`src/rtl/rr_arb_pkg.sv`:
```
// Shared types and helpers for the round-robin burst arbiter.
//   state_e : arbiter FSM state (IDLE searching, LOCKED on one source)
//   clog2w  : index width helper, never returns less than 1 bit
package rr_arb_pkg;

  typedef enum logic {
    IDLE   = 1'b0,
    LOCKED = 1'b1
  } state_e;

  function automatic int clog2w(input int n);
    return (n <= 2) ? 1 : $clog2(n);
  endfunction

endpackage

```
`src/rtl/rr_priority_pick.sv`:
```
// Round-robin priority picker (purely combinational).
//   i_req  : request vector
//   i_ptr  : one-hot last winner; the search starts just above it
//   o_pick : one-hot winner, 0 when i_req is 0
module rr_priority_pick #(
  parameter int N = 8
) (
  input  logic [N-1:0] i_req,
  input  logic [N-1:0] i_ptr,
  output logic [N-1:0] o_pick
);

  localparam logic [N-1:0] ONE = {{(N-1){1'b0}}, 1'b1};

  logic [N-1:0] w_mask, w_masked, w_sel;

  // ptr | (ptr-1) covers ptr and everything below it; keep only bits above
  assign w_mask   = ~(i_ptr | (i_ptr - ONE));
  assign w_masked = i_req & w_mask;
  // nothing above ptr -> wrap around to the full request vector
  assign w_sel    = (|w_masked) ? w_masked : i_req;
  // isolate lowest set bit (x & -x)
  assign o_pick   = w_sel & (~w_sel + ONE);

endmodule

```
`src/rtl/rr_burst_arbiter.sv`:
```
// Round-robin burst arbiter: N valid/ready sources share one output stream,
// one whole burst at a time. The grant is held until the owner sends a beat
// with last set, or until a watchdog forces release after MAX_BEATS beats.
//   clk, rst_n           : clock, async active-low reset
//   req_valid/last/data  : per-source beat stream (data slice i = [i*DATA_W +: DATA_W])
//   req_ready            : per-source ready, only the granted bit can be 1
//   out_valid/last/data  : shared output stream, out_ready is its backpressure
//   out_id               : index of the current/last grant holder
//   gnt                  : registered one-hot grant, 0 when idle
//   burst_err            : sticky watchdog flag
module rr_burst_arbiter
  import rr_arb_pkg::*;
#(
  parameter int N         = 8,
  parameter int DATA_W    = 32,
  parameter int MAX_BEATS = 16
) (
  input  logic                   clk,
  input  logic                   rst_n,
  input  logic [N-1:0]           req_valid,
  input  logic [N-1:0]           req_last,
  input  logic [N*DATA_W-1:0]    req_data,
  output logic [N-1:0]           req_ready,
  output logic                   out_valid,
  output logic                   out_last,
  output logic [DATA_W-1:0]      out_data,
  output logic [clog2w(N)-1:0]   out_id,
  input  logic                   out_ready,
  output logic [N-1:0]           gnt,
  output logic                   burst_err
);

  localparam int IDW = clog2w(N);
  localparam int CW  = clog2w(MAX_BEATS);
  // ptr resets to N-1 so the first search begins at index 0
  localparam logic [N-1:0] PTR_RST = {1'b1, {(N-1){1'b0}}};

  state_e            r_state, w_state_nxt;
  logic [N-1:0]      r_gnt, w_gnt_nxt;
  logic [N-1:0]      r_ptr, w_ptr_nxt;
  logic [IDW-1:0]    r_id, w_id_nxt;
  logic [CW-1:0]     r_cnt, w_cnt_nxt;
  logic              r_err, w_err_nxt;
  logic [N-1:0]      w_pick;
  logic [IDW-1:0]    w_pick_id;
  logic [DATA_W-1:0] w_data;
  logic              w_xfer;

  rr_priority_pick #(.N(N)) u_pick (
    .i_req  (req_valid),
    .i_ptr  (r_ptr),
    .o_pick (w_pick)
  );

  always_comb begin
    w_pick_id = '0;
    for (int i = 0; i < N; i++)
      if (w_pick[i]) w_pick_id = IDW'(i);
  end

  // AND-OR mux on the one-hot grant; reads 0 while idle
  always_comb begin
    w_data = '0;
    for (int i = 0; i < N; i++)
      if (r_gnt[i]) w_data = w_data | req_data[i*DATA_W +: DATA_W];
  end

  assign out_valid = |(req_valid & r_gnt);
  assign out_last  = |(req_last & r_gnt);
  assign out_data  = w_data;
  assign out_id    = r_id;
  assign req_ready = r_gnt & {N{out_ready}};
  assign gnt       = r_gnt;
  assign burst_err = r_err;
  assign w_xfer    = out_valid & out_ready;

  always_comb begin
    w_state_nxt = r_state;
    w_gnt_nxt   = r_gnt;
    w_ptr_nxt   = r_ptr;
    w_id_nxt    = r_id;
    w_cnt_nxt   = r_cnt;
    w_err_nxt   = r_err;
    case (r_state)
      IDLE: begin
        if (|req_valid) begin
          w_state_nxt = LOCKED;
          w_gnt_nxt   = w_pick;
          w_ptr_nxt   = w_pick;
          w_id_nxt    = w_pick_id;
          w_cnt_nxt   = '0;
        end
      end
      LOCKED: begin
        // watchdog counts accepted beats only; stalls and bubbles are free
        if (w_xfer) begin
          w_cnt_nxt = r_cnt + CW'(1);
          if (out_last) begin
            w_state_nxt = IDLE;
            w_gnt_nxt   = '0;
          end else if (r_cnt == CW'(MAX_BEATS - 1)) begin
            w_state_nxt = IDLE;
            w_gnt_nxt   = '0;
            w_err_nxt   = 1'b1;
          end
        end
      end
      default: begin
        w_state_nxt = IDLE;
        w_gnt_nxt   = '0;
      end
    endcase
  end

  always_ff @(posedge clk or negedge rst_n) begin
    if (!rst_n) begin
      r_state <= IDLE;
      r_gnt   <= '0;
      r_ptr   <= PTR_RST;
      r_id    <= '0;
      r_cnt   <= '0;
      r_err   <= 1'b0;
    end else begin
      r_state <= w_state_nxt;
      r_gnt   <= w_gnt_nxt;
      r_ptr   <= w_ptr_nxt;
      r_id    <= w_id_nxt;
      r_cnt   <= w_cnt_nxt;
      r_err   <= w_err_nxt;
    end
  end

endmodule
```
`config.mk`:
```
export PLATFORM = sky130hd
export DESIGN_NAME = rr_burst_arbiter
export DESIGN_NICKNAME = d
export VERILOG_FILES = /design/src/rtl/rr_arb_pkg.sv /design/src/rtl/rr_priority_pick.sv /design/src/rtl/rr_burst_arbiter.sv
export SDC_FILE = /design/constraint.sdc
export NUM_CORES = 1
export LEC_CHECK = 0
export CORE_AREA = 2 2 128 130
export CTS_CLUSTER_SIZE = 8
export DETAILED_ROUTE_END_ITERATION = 10
export DIE_AREA = 0 0 130 132
export PLACE_DENSITY = 0.55
export SLEW_MARGIN = 20
export SYNTH_ARGS = -nofsm -noshare
export SYNTH_HDL_FRONTEND = slang
export SYNTH_SLANG_ARGS = --single-unit
```
`constraint.sdc`:
```
create_clock -name clk -period 2.6 [get_ports clk]
set_input_delay 0.52 -clock clk [delete_from_list [all_inputs] [get_ports clk]]
set_output_delay 0.52 -clock clk [all_outputs]
set_load 0.02 [all_outputs]
```
## Word level (Yosys, flattened, before mapping)

Cells that the tools add are included.

- Logic and storage cells: 68
- Bits in registers: 25
- Output and inout bits: 54
- Bits of input ports: 275

- Add/sub/neg operators: 3
- Eq/ne operators: 4
- Bitwise logic cells: 18
- Reductions and logical operators: 8
- Muxes and demuxes: 29

Operators with widths:

| operator | count |
|---|---|
| $mux 32 | 8 |
| $or 32x32->32 | 7 |
| $and 8x8->8 | 5 |
| $mux 8 | 5 |
| $reduce_or 8->1 | 4 |
| $not 8->8 | 2 |
| $pmux 8 s2 | 1 |
| $mux 3 | 4 |
| $add 8x1->8 const B | 1 |
| $mux 4 | 2 |
| $or 8x8->8 | 1 |
| $pmux 4 s2 | 1 |
| $sub 8x1->8 const B | 1 |
| $mux 1 | 5 |
| $add 4x1->4 const B | 1 |
| $eq 4x4->1 const B | 1 |
| $mux 2 | 2 |
| $reduce_and 2->1 | 2 |
| $reduce_and 4->1 | 1 |
| $ne 3x2->1 const B | 1 |
| $reduce_and 3->1 | 1 |
| $ne 2x1->1 const B | 1 |
| $ne 2x2->1 const B | 1 |
| $not 1->1 | 2 |
| 2 further kinds | 2 |

## Logic depth before layout (Yosys ltp)

Gate-level depths: netlist of the first run.

- Word-level depth: 16
- Mapped depth: 10
- Depth with buffers taken out: 7

## Cells and area by module

From an unflattened synthesis of the first run, not the netlist that was laid out.

- Cell total of the unflattened synthesis: 393
- Area, all modules: 3093.0 um^2

Modules (own cells, without submodules):

| module | times used | seq. area each (um^2) | area an instance (um^2) | cells each |
|---|---|---|---|---|
| rr_burst_arbiter | 1 | 626.9 | 2721.4 | 336 |
| rr_priority_pick | 1 | 0.0 | 371.6 | 57 |

## Least setup slack after synthesis of the first run

OpenSTA, ideal clock, no wires.

- Path kind: flip-flop to flip-flop
- Start point: register r_ptr[3]
- End point: register r_id[1] (netlist: out_id[1])
- Stages on the path, launching flop included: 8
- Required time: 2516 ps
- Setup slack: 245 ps
- Data arrival time: 2272 ps
- Buffers on the path: 0
- Library setup time: 84 ps
- Clock period less this slack: 2355 ps
- Path through: dfrtp_1 > or4_4 > a32o_2 > a2111o_4 > o21ai_2 > nand2_1 > or3_4 > a41oi_2

- Longest elaborated chain between the ends: 15

RTL lines:

| what | line | text |
|---|---|---|
| start: declaration | rr_burst_arbiter.sv:40 | `logic [N-1:0] r_ptr, w_ptr_nxt;` |
| start signal: assignment | rr_burst_arbiter.sv:126 | `r_ptr <= w_ptr_nxt;` |
| $sub 8x1->8 | rr_priority_pick.sv:18 | `assign w_mask = ~(i_ptr \| (i_ptr - ONE));` |
| $or 8x8->8 (*) | rr_priority_pick.sv:18 |  |
| $not 8->8 (*) | rr_priority_pick.sv:18 |  |
| $and 8x8->8 (*) | rr_priority_pick.sv:19 | `assign w_masked = i_req & w_mask;` |
| $reduce_or 8->1 | rr_priority_pick.sv:21 | `assign w_sel = (\|w_masked) ? w_masked : i_req;` |
| $mux 8 (*) | rr_priority_pick.sv:21 |  |
| $not 8->8 | rr_priority_pick.sv:23 | `assign o_pick = w_sel & (~w_sel + ONE);` |
| $add 8x1->8 | rr_priority_pick.sv:23 |  |
| $and 8x8->8 (*) | rr_priority_pick.sv:23 |  |
| $mux 2 (2 in a row) | rr_burst_arbiter.sv:58 | `if (w_pick[i]) w_pick_id = IDW'(i);` |
| $mux 3 (3 in a row) | rr_burst_arbiter.sv:58 |  |
| $mux 3 (*) | rr_burst_arbiter.sv:58 |  |
| end signal: assignment | rr_burst_arbiter.sv:127 | `r_id <= w_id_nxt;` |
| end: declaration | rr_burst_arbiter.sv:41 | `logic [IDW-1:0] r_id, w_id_nxt;` |

Every way passes the cells marked *; elsewhere a longest branch is shown, timed or not.
A chain may end at the register's enable or synchronous reset.

## Worst setup path after layout of the first run

- Start point: input port req_data[35]
- End point: output port out_data[3]

- Longest elaborated chain between the ends: 14

RTL lines:

| what | line | text |
|---|---|---|
| start: declaration | rr_burst_arbiter.sv:22 | `input logic [N*DATA_W-1:0] req_data,` |
| $or 32x32->32 (*) | rr_burst_arbiter.sv:65 | `if (r_gnt[i]) w_data = w_data \| req_data[i*DATA_W +: DATA_W];` |
| $mux 32 (*) | rr_burst_arbiter.sv:65 |  |
| $or 32x32->32 | rr_burst_arbiter.sv:65 |  |
| $mux 32 (*) | rr_burst_arbiter.sv:65 |  |
| $or 32x32->32 | rr_burst_arbiter.sv:65 |  |
| $mux 32 (*) | rr_burst_arbiter.sv:65 |  |
| $or 32x32->32 | rr_burst_arbiter.sv:65 |  |
| $mux 32 (*) | rr_burst_arbiter.sv:65 |  |
| $or 32x32->32 | rr_burst_arbiter.sv:65 |  |
| $mux 32 (*) | rr_burst_arbiter.sv:65 |  |
| $or 32x32->32 | rr_burst_arbiter.sv:65 |  |
| $mux 32 (*) | rr_burst_arbiter.sv:65 |  |
| $or 32x32->32 | rr_burst_arbiter.sv:65 |  |
| $mux 32 (*) | rr_burst_arbiter.sv:65 |  |
| end: declaration | rr_burst_arbiter.sv:26 | `output logic [DATA_W-1:0] out_data,` |

Marks and branches as above.

==> results of run 1 <==
## placed cells by master, fill, tap and decap left out, types with 2 or more instances in the layout
cell             instances
a22o_1                   4
or2_2                    3
nand2b_1                 7
dfrtp_1                 24
nor3b_1                  2
clkdlybuf4s50_1        327
o21ai_0                  7
nor2b_1                  4
a22oi_1                134
a21oi_1                  3
o21ai_2                  2
nor2_1                   9
nand4_1                 33
a31o_2                   2
inv_1                    5
nor3_1                   4
and2_1                   8
or3_1                    2
clkbuf_16                3
nand3_1                  3
buf_4                   44
buf_12                   5
and3_1                   3
nand2_1                 17
o21ai_1                  6
diode_2                  6
a21o_1                   4
a22oi_2                  2
o21bai_1                 3
nor4_1                   2
## power breakdown
| group | internal (mW) | switching [mW] | total, mW |
|---|---|---|---|
| logic | 2.92 | 3.10 | 6.02 |
| clock network | 0.207 | 0.136 | 0.343 |
| registers | 0.537 | 0.151 | 0.688 |
| total | 3.67 | 3.38 | 7.05 |
## timing repair
action	in CTS	in global routing
setup endpoints to repair	1	6
buffers inserted	0	0
pin swaps	0	0
gates resized for setup	1	6
## layout make-up
cell class	count	area (um^2)
Antenna cell	6	15.0
Clock buffer	3	75.1
Clock inverter	1	5.00
Fill cell	1557	8970
Inverter	5	18.8
Multi-Input combinational cell	287	2010
Sequential cell	25	627
Tap cell	216	270
Timing Repair Buffer	377	3720
## flip-flops by register name (all words and copies together) (netlist names)
register and count:
out_id 3, burst_err 1, r_state 1, r_ptr 8
gnt 8, r_cnt 4
## routing by layer
metal / track usage / vias up
met1: 0.279 / 2299
li1: - / 2152
met3: 0.0471 / 44
met5: 0 / -
met2: 0.373 / 245
met4: 0.0896 / 4
## how the worst min path moves through the flow
stage                            to  slack, ns  depth (start not counted)
after global routing      burst_err       0.49                          1
after CTS                 burst_err       0.48                          1
after detailed placement  burst_err       0.46                          1
final                     burst_err       0.48                          1
after floorplan           burst_err       0.22                          0
after global placement    burst_err       0.47                          1
## per-stage QoR
stage,utilization,cells,area [um^2]
floorplan,-,353,2770
global placement,0.421,910,6620
detailed placement,0.421,910,6620
CTS,0.427,914,6710
global route,0.429,919,6740
finish,0.429,920,6740
## cells by family after synthesis
logic type,count (synthesis),share of synthesized area
AO/OA/AOI/OAI,180,0.491
AND/OR/NAND/NOR,104,0.216
buffers and inverters,41,0.0555
flip-flops,25,0.226
XOR/XNOR,1,0.00316
multiplexers,1,0.00406
adder cells (fa/ha/maj),1,0.00451
==> summary.txt, run 1 <==
Run status
  • Outcome: completed

Worst setup path
  • Largest incremental delay on the critical path: 0.59 ns
  • Reg-to-reg critical path startpoint: r_ptr[3]
  • Cell repeated most along the worst path: clkdlybuf4s50_1
  • Slowest CP cell: clkdlybuf4s50_1
  • Setup slack of the most critical reg-to-reg path: 0.07 ns
  • Delay-heaviest family, CP: buffers and inverters
  • Reg-to-reg critical path endpoint: out_id[0]
  • Cells traversed along the worst timing path: clkdlybuf4s50_1, a22oi_1, nand4_1, clkdlybuf4s50_1
  • Termination of the worst setup path: out_data[3]
  • Arrival time at the worst endpoint: 2.02 ns
  • Critical Path Stages: 4
  • Crit end category: output port
  • Buffering stage count on the worst path with inverters included: 2
  • Cell depth of the worst flop-to-flop path: 7
  • CP Class: input port to output port
  • Required time at the endpoint of the critical path: between 2 and 2.5 ns
  • Startpoint of the worst setup timing path: req_data[35]
  • CP max FO: 1
  • Critical Path Source Type: input port

Floorplan
  • Std-Cell Rows: 46
  • Vert. Die Dim: 132 um
  • I/O pin cnt: 329
  • Die footprint: 17200 um^2
  • Die extent in x: between 100 and 150 um
  • Core footprint: 15700 um^2
  • Initial Utilization: 0.176

Route
  • DR WL met3: between 1500 and 2000 um
  • 1st-pass router iterations: 4
  • Drt initial violations: around 280
  • Number of nets still failing antenna checks after routing: 0
  • Vias per cell: 5.16
  • Total routed wirelength: 20600 um
  • M1 wire length: 8140 um
  • Top routing layer used: met5
  • Met2 Routed Length: 10100 um
  • Via count: 4744
  • DRC violations left: 0
  • Wire per inst: 22.4 um

STA
  • Skew final: 0.00501 ns
  • Total count of hold-check failures in the final report: 0
  • Transition time at the pin with the least slew margin: roughly 0.39 ns
  • Minimum clock period after layout: 2.54 ns
  • Rel. slew slack: 0.740
  • Final worst path period share: 0.978
  • PnR worst setup slack: 0.0575 ns
  • Final-layout setup total negative slack: 0 ns
  • Setup-violating endpoint count in the final report: 0
  • Highest Clock Rate: around 0.4 GHz
  • Setup repair after global routing missed its margin: true
  • Final hold slack: about 0.48 ns
  • Final max-slew violation count: 0

Power
  • Leakage power total: 2.50 nW
  • Worst IR Drop VDD: 0.569 mV
  • Pwr per Cell Area: 1050 nW/um^2
  • Total Power Consumption: roughly 7 mW

Clock network
  • Root buf cell: clkbuf_16
  • Count of hold buffers inserted by post-cts repair: 0
  • Later-pin clock latency in the skew report: between 0.2 and 0.3 ns
  • Number of CTS-inserted buffers: 3
  • Clock tree from TritonCTS: done
  • CTS sink count: 25
  • Register clock-pin slew on the reported worst setup and hold paths: ~0.060 ns
  • CTS max path bufs: 2
  • H-tree depth reported by CTS: 1

Synthesis
  • EDFF count, synth: 0
  • Biggest area consumer among synthesized cells: a22oi_1
  • Sequential share of the synthesized area: 0.226
  • Leading cell types by count after synthesis: a22oi_1 (136), clkbuf_1 (36), nand4_1 (33)
  • Synthesized instance count: 353
  • FFs w/ async S/R, synth: 1.00
  • Number of different library cells in the post-synthesis netlist: 47
  • Leading post-synthesis cells by cell area: a22oi_1 (37%), dfrtp_1 (22%), nand4_1 (7.4%)
  • Most common cell in the netlist: a22oi_1
  • Synthesized netlist net count: 629
  • Top FF cell, synth: dfrtp_1
  • Ys Warns: 0
  • Syn_area_per_cell: 7.85 um^2
  • Total of flip-flops plus latches after synthesis: 25
  • Top-area cell type share of the netlist area: 0.368
  • Area of the mapped netlist: 2770 um^2

Placed design
  • Routability congestion estimate from global placement: 0.915
  • Count of port buffers added during placement: 328
  • HPWL after detailed placement: 16600 um
  • Worst slack, placed: -0.208 ns

Flow run
  • Max-Cap Viols: 0

Worst hold path
  • Start point of the worst hold path: burst_err
  • HP Class: flip-flop to flip-flop

GRT
  • First-pass GRT wire length: just under 30000 um
  • Pin count of the biggest net entering global routing: 35
  • Antenna violations before repair: 7
  • GRT Resource Usage Total: 0.224
  • Number of global-route vias before repair: 4856
  • Overall overflow remaining after global route: 0

Layout
  • Layout cells sized above 1: 0.107
  • Area overhead of the layout relative to synthesis: 143%
  • Nets: 975
No activity file was read; power rests on OpenSTA's default activity.
==> run 2: changes to the inputs <==
Settings changed: ABC_AREA set to 1, CORE_AREA 2 2 128 130 to 2 2 129 131, DIE_AREA 0 0 130 132 to 0 0 131 133, PLACE_DENSITY 0.55 to 0.56.
==> run 2 against run 1 <==
  * Final area up 2.3%
  * Clock-buffer cell count up 1
  * Global-route usage down 0.72 points
  * Combinational power down 9.8%
  * Register-to-register slack better by 0.46 ns
  * Synthesized cell count up 37%
  * Die area up 1.5%
==> summary.txt, run 2 <==
Run status
  • Outcome: completed (unchanged)

Route
  • Via count: 4966 (was 4744)
  • 1st-pass router iterations: 4 (unchanged)
  • DRC violations left: 0 (unchanged)
  • Wire per inst: 19.7 um (was 22.4 um)
  • Drt initial violations: 284 (was 281)
  • Total routed wirelength: 20400 um (was 20600 um)
  • Number of nets still failing antenna checks after routing: 0 (unchanged)
  • Vias per cell: 4.81 (was 5.16)

Floorplan
  • Std-Cell Rows: 47 (was 46)
  • Die extent in x: 131 um (was 130 um)
  • Vert. Die Dim: 133 um (was 132 um)
  • Die footprint: 17400 um^2 (was 17200 um^2)
  • Core footprint: 16200 um^2 (was 15700 um^2)
  • I/O pin cnt: 329 (unchanged)
  • Initial Utilization: 0.187 (was 0.176)

Synthesis
  • Synthesized instance count: 482 (was 353)
  • Ys Warns: 0 (unchanged)
  • Total of flip-flops plus latches after synthesis: 25 (unchanged)
  • Number of different library cells in the post-synthesis netlist: 34 (was 47)
  • Leading cell types by count after synthesis: nand2_1 (193), a221oi_1 (51), inv_1 (36) (was a22oi_1 (136), clkbuf_1 (36), nand4_1 (33))
  • Leading post-synthesis cells by cell area: nand2_1 (24%), dfrtp_1 (20%), a221oi_1 (15%) (was a22oi_1 (37%), dfrtp_1 (22%), nand4_1 (7.4%))
  • Area of the mapped netlist: 3030 um^2 (was 2770 um^2)
  • Synthesized netlist net count: 758 (was 629)
  • Top-area cell type share of the netlist area: 0.239 (was 0.368)
  • Sequential share of the synthesized area: 0.207 (was 0.226)
  • Top FF cell, synth: dfrtp_1 (unchanged)
  • Biggest area consumer among synthesized cells: nand2_1 (was a22oi_1)
  • Syn_area_per_cell: 6.28 um^2 (was 7.85 um^2)
  • FFs w/ async S/R, synth: 1.00 (unchanged)
  • Most common cell in the netlist: nand2_1 (was a22oi_1)
  • EDFF count, synth: 0 (unchanged)

Worst setup path
  • CP max FO: 1 (unchanged)
  • Startpoint of the worst setup timing path: req_data[5] (was req_data[35])
  • Termination of the worst setup path: out_data[5] (was out_data[3])
  • Slowest CP cell: clkdlybuf4s50_1 (unchanged)
  • Buffering stage count on the worst path with inverters included: 2 (unchanged)
  • Largest incremental delay on the critical path: 0.54 ns (was 0.59 ns)
  • Setup slack of the most critical reg-to-reg path: 0.53 ns (was 0.07 ns)
  • Cell depth of the worst flop-to-flop path: 12 (was 7)
  • Crit end category: output port (unchanged)
  • CP Class: input port to output port (unchanged)
  • Delay-heaviest family, CP: buffers and inverters (unchanged)
  • Critical Path Stages: 5 (was 4)
  • Required time at the endpoint of the critical path: 2.08 ns (about the same)
  • Arrival time at the worst endpoint: 2.01 ns (was 2.02 ns)
  • Critical Path Source Type: input port (unchanged)
  • Cells traversed along the worst timing path: clkdlybuf4s50_1, a22o_1, a221oi_1, nand2_1, clkdlybuf4s50_1 (was clkdlybuf4s50_1, a22oi_1, nand4_1, clkdlybuf4s50_1)
  • Reg-to-reg critical path endpoint: gnt[0] (was out_id[0])
  • Cell repeated most along the worst path: clkdlybuf4s50_1 (unchanged)
  • Reg-to-reg critical path startpoint: gnt[6] (was r_ptr[3])

Power
  • Leakage power total: 3.23 nW (was 2.50 nW)
  • Share of total power in sequential cells: 0.103 (was 0.098)
  • Cell-internal power: 3.16 mW (was 3.67 mW)
  • Clock power share: 0.053 (was 0.049)
  • Total Power Consumption: 6.44 mW (was 7.05 mW)
  • Portion of total power attributed to combinational logic: 0.844 (was 0.854)
  • Worst IR Drop VDD: 0.509 mV (was 0.569 mV)
  • Switching part of the total: 0.510 (was 0.480)
  • Pwr per Cell Area: 934 nW/um^2 (was 1050 nW/um^2)
  • Net switching power: 3.28 mW (was 3.38 mW)

STA
  • Final worst path period share: 0.974 (was 0.978)
  • Final hold slack: 0.474 ns (was 0.483 ns)
  • Final max-slew violation count: 0 (unchanged)
  • Transition time at the pin with the least slew margin: 0.369 ns (was 0.387 ns)
  • Setup repair after global routing missed its margin: false (was true)
  • Highest Clock Rate: 0.395 GHz (was 0.393 GHz)
  • Minimum clock period after layout: 2.53 ns (was 2.54 ns)
  • Total count of hold-check failures in the final report: 0 (unchanged)
  • Rel. slew slack: 0.754 (was 0.740)
  • Setup-violating endpoint count in the final report: 0 (unchanged)
  • Skew final: 0.00239 ns (was 0.00501 ns)

Clock network
  • Number of CTS-inserted buffers: 3 (unchanged)
  • CTS max path bufs: 2 (unchanged)
  • Setup fix buffers added after clock tree synthesis: 0 (unchanged)
  • H-tree depth reported by CTS: 1 (unchanged)
  • Clock tree from TritonCTS: done (unchanged)
  • Later-pin clock latency in the skew report: 0.26 ns (about the same)
  • Register clock-pin slew on the reported worst setup and hold paths: 0.06 ns (about the same)
  • Root buf cell: clkbuf_16 (unchanged)
  • CTS sink count: 25 (unchanged)

Placed design
  • Routability congestion estimate from global placement: 0.949 (was 0.915)
  • Count of port buffers added during placement: 328 (unchanged)
  • HPWL after detailed placement: 16400 um (was 16600 um)

Layout
  • Area overhead of the layout relative to synthesis: 128% (was 143%)
  • Area of the multi-input gates: 2120 um^2 (was 2010 um^2)
  • Layout cells sized above 1: 0.0742 (was 0.107)
  • Fill cell count: 1667 (was 1557)
  • Commonest non-fill, non-tap cell in the layout: clkdlybuf4s50_1 (unchanged)
  • Seq. cell area: 627 um^2 (unchanged)
  • Leading cell types in the layout, fill and taps excluded: clkdlybuf4s50_1 (303), nand2_1 (193), a221oi_1 (51) (was clkdlybuf4s50_1 (327), a22oi_1 (134), buf_4 (44))
  • Nets: 1086 (was 975)

GRT
  • Antenna violations before repair: 5 (was 7)
  • Pin count of the biggest net entering global routing: 37 (was 35)
  • Overall overflow remaining after global route: 0 (unchanged)
  • First-pass GRT wire length: 28800 um (was 29500 um)
  • GRT Resource Usage Total: 0.217 (was 0.224)
  • Number of global-route vias before repair: 4920 (was 4856)

Flow run
  • Max-Cap Viols: 0 (unchanged)

Worst hold path
  • HP Class: flip-flop to flip-flop (unchanged)
==> run 2: cell types whose count changed in the layout (fill, tap and decap cells not counted), sizes merged, moves of 8 or more <==
cell,previous run,this run
buf,49,30
clkdlybuf4s50,327,303
a22oi,136,0
nand4,33,16
nor2,9,24
inv,5,37
a221oi,0,51
nand3,3,25
nand2,17,199
and2,9,1
dlymetal6s2s,1,21
a22o,4,31
==> run 2: through the flow <==
stage / util / std cells / area [um^2] / setup slack [ns] / TNS [ns]
final: 0.426 / 1033 / 6890 / 0.0675 / 0
after global routing: 0.426 / 1033 / 6890 / 0.00825 / 0
after CTS: 0.422 / 1029 / 6830 / 0.00165 / 0
after detailed placement: 0.418 / 1025 / 6760 / -0.0755 / -0.200
after global placement: 0.418 / 1025 / 6760 / -0.0457 / -0.113
after floorplan: - / 482 / 3030 / 0.648 / 0
==> run 2: what timing repair did <==
action | in CTS | in global routing
gates resized for setup | 4 | 21
cloned | 0 | 0
pin swaps | 0 | 0
hold buffers | 0 | 0
endpoints found under the setup margin | 4 | 21
==> run 2: final cells by class <==
cell class | instances | area share
Inverter | 37 | 0.0201
Sequential cell | 25 | 0.0909
Tap cell | 220 | 0.0399
Antenna cell | 4 | 0.00145
Clock buffer | 4 | 0.0114
Multi-Input combinational cell | 385 | 0.308
Timing Repair Buffer | 358 | 0.528
==> run 2: routing by layer <==
metal  part of all wire  wire [um]  GRT usage  vias to the layer above
met5            0.00049         10          0                        -
met4              0.027        554     0.0691                        2
met3              0.081       1660     0.0416                       35
met2               0.51      10300      0.387                      245
met1               0.38       7810      0.257                     2325
li1                   -          -          -                     2359
==> run 2: logic make-up after synthesis <==
group | count (synthesis) | synth area share
flops | 25 | 0.207
buf+inv | 72 | 0.0929
fa+ha+maj | 1 | 0.00413
simple gates | 268 | 0.387
compound gates | 114 | 0.304
xor+xnor | 2 | 0.00578
==> run 2: worst register-to-register path: cells and delay by family (launching register included) <==
| family | cells | cell delay [ns] |
|---|---|---|
| buffers and inverters | 4 | 0.51 |
| AOI/OAI and AO/OA | 3 | 0.58 |
| and+or+nand+nor | 5 | 0.49 |
| DFF | 1 | 0.37 |
==> run 2: worst min-delay path by stage <==
stage                           end  slack (ns)  cells after the start       from
after detailed placement  burst_err        0.46                      1  burst_err
after global placement    burst_err        0.46                      1  burst_err
after CTS                  r_ptr[7]        0.48                      2   r_ptr[7]
after global routing       r_ptr[7]        0.49                      2   r_ptr[7]
final                     burst_err        0.47                      1  burst_err
after floorplan           burst_err        0.22                      0      rst_n
==> run 2: power groups by stage <==
stage	Sequential, mW	Combinational [mW]	Clock, mW
after global placement	0.669	5.53	0
after global routing	0.689	5.85	0.362
after floorplan	0.702	2.90	0
after CTS	0.669	5.52	0.344
after detailed placement	0.671	5.55	0
final	0.666	5.43	0.340
==> run 3: changes to the inputs <==
Settings changed: TNS_END_PERCENT set to 5.
==> results of run 3 <==
Same layout as run 2: the final DEF is identical, and so are final timing and power.
